File: src/rtl/sfifo_pkg.sv
// sfifo_pkg
// Shared helpers for the single-clock stream FIFO:
//   clog2            - address width needed for a given number of entries
//   RAM_AUTO/BLOCK/DISTRIBUTED - accepted values for the ram_style hint
package sfifo_pkg;

  localparam string RAM_AUTO        = "auto";
  localparam string RAM_BLOCK       = "block";
  localparam string RAM_DISTRIBUTED = "distributed";

  function automatic int clog2(input int n);
    int r = 0;
    while ((1 << r) < n) r++;
    return r;
  endfunction

endpackage

File: src/rtl/sfifo_mem.sv
// sfifo_mem
// DATASIZE x DEPTH storage array, synchronous write, asynchronous read.
// The array has no reset: stale words are harmless because the pointers
// in the parent decide what is valid.
// Ports:
//   clk       rising-edge clock
//   wclken_i  write enable
//   waddr_i   write address
//   wdata_i   write data
//   raddr_i   read address (combinational read)
//   rdata_o   read data
module sfifo_mem
  import sfifo_pkg::*;
#(
  parameter int    DATASIZE = 32,
  parameter int    DEPTH    = 16,
  parameter string RAM_TYPE = RAM_DISTRIBUTED,
  localparam int   AW       = clog2(DEPTH)
) (
  input  logic                clk,
  input  logic                wclken_i,
  input  logic [AW-1:0]       waddr_i,
  input  logic [DATASIZE-1:0] wdata_i,
  input  logic [AW-1:0]       raddr_i,
  output logic [DATASIZE-1:0] rdata_o
);

  (* ram_style = RAM_TYPE *) logic [DATASIZE-1:0] mem_q [DEPTH];

  always_ff @(posedge clk) begin
    if (wclken_i) mem_q[waddr_i] <= wdata_i;
  end

  assign rdata_o = mem_q[raddr_i];

endmodule

File: src/rtl/sfifo_stream.sv
// sfifo_stream
// Single-clock stream FIFO with valid/ready on both sides, occupancy count,
// almost-full/almost-empty flags, synchronous flush and an optional
// first-word-fall-through output register (OUT_REG=1 adds one slot).
// Ports:
//   clk, rst_n                 clock, async active-low reset
//   flush                      synchronous clear, beats push and pop
//   in_data/in_valid/in_ready  write side
//   out_data/out_valid/out_ready read side
//   count                      words held, output register included
//   almost_full/almost_empty   threshold flags decoded from count
module sfifo_stream
  import sfifo_pkg::*;
#(
  parameter int    DATASIZE     = 32,
  parameter int    ADDRSIZE     = 4,
  parameter string RAM_TYPE     = RAM_DISTRIBUTED,
  parameter int    OUT_REG      = 0,
  parameter int    AFULL_LEVEL  = (1 << ADDRSIZE) - 2,
  parameter int    AEMPTY_LEVEL = 2
) (
  input  logic                clk,
  input  logic                rst_n,
  input  logic                flush,
  input  logic [DATASIZE-1:0] in_data,
  input  logic                in_valid,
  output logic                in_ready,
  output logic [DATASIZE-1:0] out_data,
  output logic                out_valid,
  input  logic                out_ready,
  output logic [ADDRSIZE:0]   count,
  output logic                almost_full,
  output logic                almost_empty
);

  localparam logic [ADDRSIZE:0] PTR_ONE  = {{ADDRSIZE{1'b0}}, 1'b1};
  localparam logic [ADDRSIZE:0] AFULL_L  = AFULL_LEVEL[ADDRSIZE:0];
  localparam logic [ADDRSIZE:0] AEMPTY_L = AEMPTY_LEVEL[ADDRSIZE:0];

  logic [ADDRSIZE:0]   wptr_q, wptr_d, rptr_q, rptr_d, count_q, count_d;
  logic                arr_empty, arr_full, push, pop, arr_pop;
  logic [DATASIZE-1:0] rdata;

  assign arr_empty = (wptr_q == rptr_q);
  assign arr_full  = (wptr_q[ADDRSIZE-1:0] == rptr_q[ADDRSIZE-1:0]) &&
                     (wptr_q[ADDRSIZE] != rptr_q[ADDRSIZE]);

  // Decoded from registered pointers only, so out_ready never reaches in_ready.
  assign in_ready = !arr_full;
  assign push     = in_valid && in_ready;
  assign pop      = out_valid && out_ready;

  always_comb begin
    wptr_d  = wptr_q;
    rptr_d  = rptr_q;
    count_d = count_q;
    if (flush) begin
      wptr_d  = '0;
      rptr_d  = '0;
      count_d = '0;
    end else begin
      if (push)    wptr_d = wptr_q + PTR_ONE;
      if (arr_pop) rptr_d = rptr_q + PTR_ONE;
      case ({push, pop})
        2'b10:   count_d = count_q + PTR_ONE;
        2'b01:   count_d = count_q - PTR_ONE;
        default: count_d = count_q;
      endcase
    end
  end

  always_ff @(posedge clk or negedge rst_n) begin
    if (!rst_n) begin
      wptr_q  <= '0;
      rptr_q  <= '0;
      count_q <= '0;
    end else begin
      wptr_q  <= wptr_d;
      rptr_q  <= rptr_d;
      count_q <= count_d;
    end
  end

  assign count        = count_q;
  assign almost_full  = (count_q >= AFULL_L);
  assign almost_empty = (count_q <= AEMPTY_L);

  sfifo_mem #(
    .DATASIZE (DATASIZE),
    .DEPTH    (1 << ADDRSIZE),
    .RAM_TYPE (RAM_TYPE)
  ) u_mem (
    .clk      (clk),
    .wclken_i (push && !flush),
    .waddr_i  (wptr_q[ADDRSIZE-1:0]),
    .wdata_i  (in_data),
    .raddr_i  (rptr_q[ADDRSIZE-1:0]),
    .rdata_o  (rdata)
  );

  if (OUT_REG != 0) begin : g_oreg
    logic [DATASIZE-1:0] odata_q, odata_d;
    logic                ovalid_q, ovalid_d;

    // Refill the output register whenever it is free or being drained.
    assign arr_pop = (!ovalid_q || pop) && !arr_empty;

    always_comb begin
      odata_d  = odata_q;
      ovalid_d = ovalid_q;
      if (flush) begin
        ovalid_d = 1'b0;
      end else if (arr_pop) begin
        odata_d  = rdata;
        ovalid_d = 1'b1;
      end else if (pop) begin
        ovalid_d = 1'b0;
      end
    end

    always_ff @(posedge clk or negedge rst_n) begin
      if (!rst_n) begin
        odata_q  <= '0;
        ovalid_q <= 1'b0;
      end else begin
        odata_q  <= odata_d;
        ovalid_q <= ovalid_d;
      end
    end

    assign out_data  = odata_q;
    assign out_valid = ovalid_q;
  end else begin : g_direct
    assign arr_pop   = pop;
    assign out_data  = rdata;
    assign out_valid = !arr_empty;
  end

endmodule

File: config.mk
export PLATFORM = sky130hd
export DESIGN_NAME = sfifo_stream
export DESIGN_NICKNAME = d
export VERILOG_FILES = /design/src/rtl/sfifo_pkg.sv /design/src/rtl/sfifo_mem.sv /design/src/rtl/sfifo_stream.sv
export SDC_FILE = /design/constraint.sdc
export NUM_CORES = 1
export LEC_CHECK = 0
export CAP_MARGIN = 20
export CORE_ASPECT_RATIO = 1.75
export CORE_MARGIN = 5
export CORE_UTILIZATION = 60
export CTS_CLUSTER_SIZE = 28
export DETAILED_ROUTE_END_ITERATION = 8
export GPL_TIMING_DRIVEN = 1
export PLACE_DENSITY = 0.79
export SLEW_MARGIN = 20
export SYNTH_ARGS = -nofsm -noshare
export SYNTH_HDL_FRONTEND = slang
export SYNTH_SLANG_ARGS = --single-unit
File: constraint.sdc
create_clock -name clk -period 10.1 [get_ports clk]
set_clock_uncertainty 0.2 [all_clocks]
set_input_delay 2.525 -clock clk [delete_from_list [all_inputs] [get_ports clk]]
set_output_delay 2.525 -clock clk [all_outputs]
set_load 0.02 [all_outputs]
======== After elaboration in Yosys (flattened, before gate mapping) ========
Memories as Yosys holds them, arrays and structs flattened.
Index checks and enable logic that the tools add are counted.
storage, ports and cells
  register bits ........................... 15
  RAM bits ................................ 512
  input port bits ......................... 37
  logic and storage cells ................. 33
  memories kept ........................... 1
operators by class
  add/sub/neg operators ................... 4
  order comparisons ....................... 2
  equality and inequality tests ........... 5
  multiplexer cells ....................... 8
  reductions and logical operators ........ 10
memories
  name         depth  bits a word  read ports  clocked after Yosys merged registers in  write ports  line             source
  u_mem.mem_q  16     32           1           0                                        1            sfifo_mem.sv:28  (* ram_style = RAM_TYPE *) logic [DATASIZE-1:0] mem_q [DEPTH];
operators by type and width
  operator               number
  $mux W5                5
  $add A5 B1 Y5 const B  3
  $pmux W5 S2            1
  $eq A5 B5 Y1           1
  $ge A5 B4 Y1 const B   1
  $le A5 B2 Y1 const B   1
  $sub A5 B1 Y5 const B  1
  $eq A4 B4 Y1           1
  $logic_and A1 B1 Y1    4
  $reduce_bool A2 Y1     2
  $logic_not A1 Y1       3
  $reduce_bool A3 Y1     1
  $eq A2 B1 Y1 const B   1
  $eq A2 B2 Y1 const B   1
  $mux W1                2
  $ne A1 B1 Y1           1

======== Longest topological paths before layout ========
  word-level depth ........................ 7
  mapped depth ............................ 13
  gate-level depth less buffers ........... 11

======== Modules after synthesis ========
A second synthesis with hierarchy kept.
second synthesis, totals
  cells, all modules ...................... 914
  area, all modules ....................... 20245.7 um^2
by module, submodules not included
  module        times used  cells each  area each (um^2)  sequential area each (um^2)
  sfifo_mem     1           806         19213.4           15374.7
  sfifo_stream  1           108         1032.2            375.4

======== Worst setup path before layout ========
Ideal clock, no wire load.
  path kind ............................... in2reg
  start point ............................. input in_valid
  end point ............................... memory u_mem.mem_q[0][0] (enable)
  library setup time ...................... 0.501 ns
  data arrival time ....................... 6.030 ns
  path slack .............................. 3.369 ns
  stages .................................. 3
  path through ............................ clkbuf_1 -> nand2_1 -> nor4_1
between the ends
  longest elaborated chain between the ends .. 4
RTL lines
  element                        line                source
  from (decl)                    sfifo_stream.sv:26  input logic in_valid,
  $logic_and A1 B1 Y1            sfifo_stream.sv:50  assign push = in_valid && in_ready;
  $logic_and A1 B1 Y1            sfifo_stream.sv:94  .wclken_i (push && !flush),
  $mux W1                        sfifo_mem.sv:31     if (wclken_i) mem_q[waddr_i] <= wdata_i;
  $mux W1 (implied by the code)  sfifo_mem.sv:31
  to (decl)                      sfifo_mem.sv:28
Every way passes these cells.

======== Worst setup path after layout ========
  start point ............................. register rptr_q[1]
  end point ............................... output out_data[19]
between the ends
  longest elaborated chain between the ends .. 1
RTL lines
  element                 line                source
  from (decl)             sfifo_stream.sv:40  logic [ADDRSIZE:0] wptr_q, wptr_d, rptr_q, rptr_d, count_q, count_d;
  from (signal assigned)  sfifo_stream.sv:79  rptr_q <= rptr_d;
  $mem_v2 Z16 W32         -
  to (decl)               sfifo_stream.sv:28  output logic [DATASIZE-1:0] out_data,
Every way passes these cells.

==> metrics.md <==
| Metric | Value |
|---|---|
| Vias in the first global route | `10000` |
| Max Freq | `~150 MHz` |
| CTS buffer count | `44` |
| Tcrit/Tclk final | `0.682` |
| First-pass GRT wire length | `67.3 mm` |
| Post-cts sizing count | `0` |
| Register Area | `0.0158 mm2` |
| Residual DRC count | `0` |
| Crit-path cells | `buf_4 > mux4_2 > mux4_2 > clkdlybuf4s50_1` |
| Hold Fails Final Rpt | `0` |
| Hold endpoint | `rptr_q[4]` |
| Area of the multi-input gates | `0.00449 mm2` |
| CP max-delay cell | `dfrtp_4` |
| Initial antenna violation count | `4` |
| Synthesized area per cell | `24.0 um2` |
| R2R depth | `11` |
| Final Setup Violations | `0` |
| CTS sink cnt | `527` |
| R2R Path End | `count[4]` |
| Cells after synthesis | `849` |
| WL per Instance | `31.7 um` |
| Sequential element share of the synthesized area | `0.772` |
| Worst EP arrival | `roughly 4.2 ns` |
| Synthesis Warnings | `0` |
| Synth Area in Simple Gates | `0.0138` |
| CTS tree | `built` |
| Placed Area | `0.0218 mm2` |
| LEAKAGE | `7.07 nW` |
| Reg-to-Reg Start | `rptr_q[1]` |
| Post-synthesis mux area share | `0.180` |
| Worst-Skew Late Latency | `0.54 ns` |
| Hold-critical path depth | `2` |
| Hold_ws | `about 0.42 ns` |
| CP endpoint kind | `output pin` |
| Clk slew on worst S/H paths | `0.07 ns` |
| Least-Margin Pin Slew | `1.06 ns` |
| Largest family of logic cells by synthesized area | `multiplexers` |
| Fin nets | `997` |
| Max-Cap Viols | `0` |
| Crit path largest cell delay | `1.12 ns` |
| Core Util, Final | `0.691` |
| Post-DRT Antenna Nets | `0` |
| CTS max path bufs | `3` |
| Worst-path fanout max | `68` |
| RSZ-0062 raised after global routing | `no` |
| Synthesized area | `a little over 0.02 mm2` |
| Synthesized flop and latch total | `527` |
| Core area | `~0.034 mm2` |
| Via count | `9559` |
| Iter 0 DRT Violations | `just under 1000` |
| Yosys cell types | `41` |
| Pwr Total | `4.80 mW` |
| Share of cells above drive strength 1 | `0.276` |
| Relative slew slack | `0.295` |
| Fin area | `0.0232 mm2` |
| Postcts setup bufs | `0` |
| TNS Setup | `0 ns` |
| Fillers | `2009` |
| Height of the die | `about 250 um` |
| CP most frequent cell | `mux4_2` |
| Vias per inst | `between 6 and 7` |
| Port buffer count | `77` |
| Synth Net Count | `895` |
| Gr ovfl total | `0` |
| H-tree Lvls | `2` |
| Peak supply drop | `162 uV` |
| DRT Wirelength | `45.6 mm` |
| Max Transition Viols Final | `0` |
| Min-delay src | `rptr_q[4]` |
| Setup CP Type | `reg -> out` |
| Status | `finished, final reports clean` |
| Die Footprint | `~0.038 mm2` |
| Detailed-router iteration count before antenna repair | `5` |
| Total GRT Usage | `0.249` |
| # hold bufs at CTS | `0` |
| Period minus WS final | `6.89 ns` |
| Power per Cell Area | `207 mW/mm2` |
| Worst Path Required | `7.38 ns` |
| Synth Area in Compound Gates | `0.00803` |
| Area delta synth->final | `13.9%` |
| Crit path launch type | `flip-flop` |
| R2R Setup Slk | `5.95 ns` |
| Die Width | `149 um` |
| Top Ports | `78` |
| Starting Density | `0.607` |
| Row cnt | `89` |
| Xor/xnor cell area share of the yosys netlist | `0.00687` |
| Final RePlAce weighted congestion | `between 0.7 and 0.8` |
| Synth Area in Adders | `0.00589` |
| Hpwl dp | `~22 mm` |
| CTS root buf | `clkbuf_16` |
| Hold crit path type | `reg -> reg` |
| Largest net degree at the start of global routing | `98` |
[kinds of logic (layout without fill, tap and decap cells)]
logic type | after synthesis | after routing
buffers and inverters | 50 | 185
adder cells (fa/ha/maj) | 9 | 9
XOR/XNOR | 16 | 16
multiplexers | 166 | 166
AND/OR/NAND/NOR | 56 | 56
flip-flops | 527 | 527
other | 0 | 2
AO/OA/AOI/OAI | 25 | 25
[synthesized netlist by cell type]
library cell / n / share of area
edfxtp_1: 512 / 0.75
mux4_2: 160 / 0.18
nor2_1: 24 / 0.0044
dfrtp_1: 15 / 0.018
clkbuf_1: 14 / 0.0026
buf_1: 11 / 0.0020
buf_6: 11 / 0.0061
xnor2_1: 9 / 0.0039
buf_2: 8 / 0.0020
ha_1: 8 / 0.0049
a21oi_1: 7 / 0.0017
xor2_1: 7 / 0.0030
nand2b_1: 6 / 0.0018
inv_1: 5 / 0.00092
nand3_1: 5 / 0.0012
o211ai_1: 5 / 0.0018
o21ai_0: 5 / 0.0012
nand2_1: 4 / 0.00074
nor4_1: 4 / 0.0012
and3_1: 3 / 0.00092
mux2i_1: 3 / 0.0015
nand3b_1: 2 / 0.00074
nand4_1: 2 / 0.00061
nor2b_1: 2 / 0.00061
a2111oi_0: 1 / 0.00043
a21boi_2: 1 / 0.00055
a21o_1: 1 / 0.00037
a311oi_1: 1 / 0.00043
a31o_2: 1 / 0.00043
a32oi_1: 1 / 0.00043
and2_1: 1 / 0.00031
and3b_1: 1 / 0.00043
and4_1: 1 / 0.00043
buf_4: 1 / 0.00037
fa_1: 1 / 0.00098
mux2_1: 1 / 0.00055
mux2_2: 1 / 0.00055
mux2i_2: 1 / 0.00067
o21a_1: 1 / 0.00037
o21ai_1: 1 / 0.00024
or2_2: 1 / 0.00031
[worst max-delay path: cells and delay by family, from the launching register on]
family,cells,cell delay [ns]
buffers and inverters,2,1.45
flip-flops,1,1.12
multiplexers,2,0.96
[area by class of cell]
class | instances | share of cell area
inverters | 5 | 0.000807
repair buffers | 101 | 0.0414
clock buffers | 53 | 0.0497
diodes | 2 | 0.000215
flip-flops and latches | 527 | 0.678
clock inverters | 26 | 0.0123
multi-input cells | 272 | 0.193
well taps | 455 | 0.0245
[report_power, final]
group | internal [mW] | switching [mW]
clock network | 0.973 | 0.747
logic | 0.336 | 0.281
registers | 2.42 | 0.0482
total | 3.73 | 1.08
[worst max-delay path by stage]
| stage | start | to | slack, ns | depth (start not counted) |
|---|---|---|---|---|
| 2_1_floorplan | in_valid | u_mem.mem_q[0][0] | 3.37 | 3 |
| 3_3_place_gp | rptr_q[1] | out_data[12] | 3.81 | 4 |
| 3_5_place_dp | rptr_q[1] | out_data[19] | 3.81 | 4 |
| 4_1_cts | rptr_q[1] | out_data[16] | 3.17 | 4 |
| 5_1_grt | rptr_q[1] | out_data[19] | 3.10 | 4 |
| 6_report | rptr_q[1] | out_data[19] | 3.21 | 4 |
[stage by stage]
step | setup WS (ns) | std cells
finish | 3.21 | 1441
global route | 3.10 | 1441
CTS | 3.17 | 1439
global placement | 3.81 | 1360
floorplan | 3.37 | 849
detailed placement | 3.81 | 1360
[metal layers]
layer  wire, um  GRT usage  share of wire  vias up
met3       3370     0.0375          0.074      105
met2      24800      0.435           0.54      541
met4       1560     0.0851          0.034        4
met5         21          0        0.00046        -
met1      15800      0.325           0.35     5080
li1           -          -              -     3829
[state kept, by name, indices dropped and copies added, names as in the netlist]
signal and flops:
wptr_q 5, count 5, rptr_q 5, u_mem.mem_q 512
[cells in the final DEF (no fill, tap or decap), drive strengths merged, types with 2 or more instances in the layout]
cell           synthesis  final
o211ai                 5      5
o21ai                  6      6
clkdlybuf4s50          0     77
xor2                   7      7
inv                    5      6
nand2                  4      4
mux4                 160    160
xnor2                  9      9
buf                   31     24
nand3b                 2      2
dfrtp                 15     15
ha                     8      8
a21oi                  7      7
nand4                  2      2
clkinvlp               0      3
and3                   3      3
diode                  0      2
mux2                   2      2
edfxtp               512    512
nor2                  24     24
nor4                   4      4
nand3                  5      5
clkbuf                14     53
bufinv                 0      6
clkinv                 0     16
mux2i                  4      4
nor2b                  2      2
nand2b                 6      6
No activity file was read; power rests on OpenSTA's default activity.
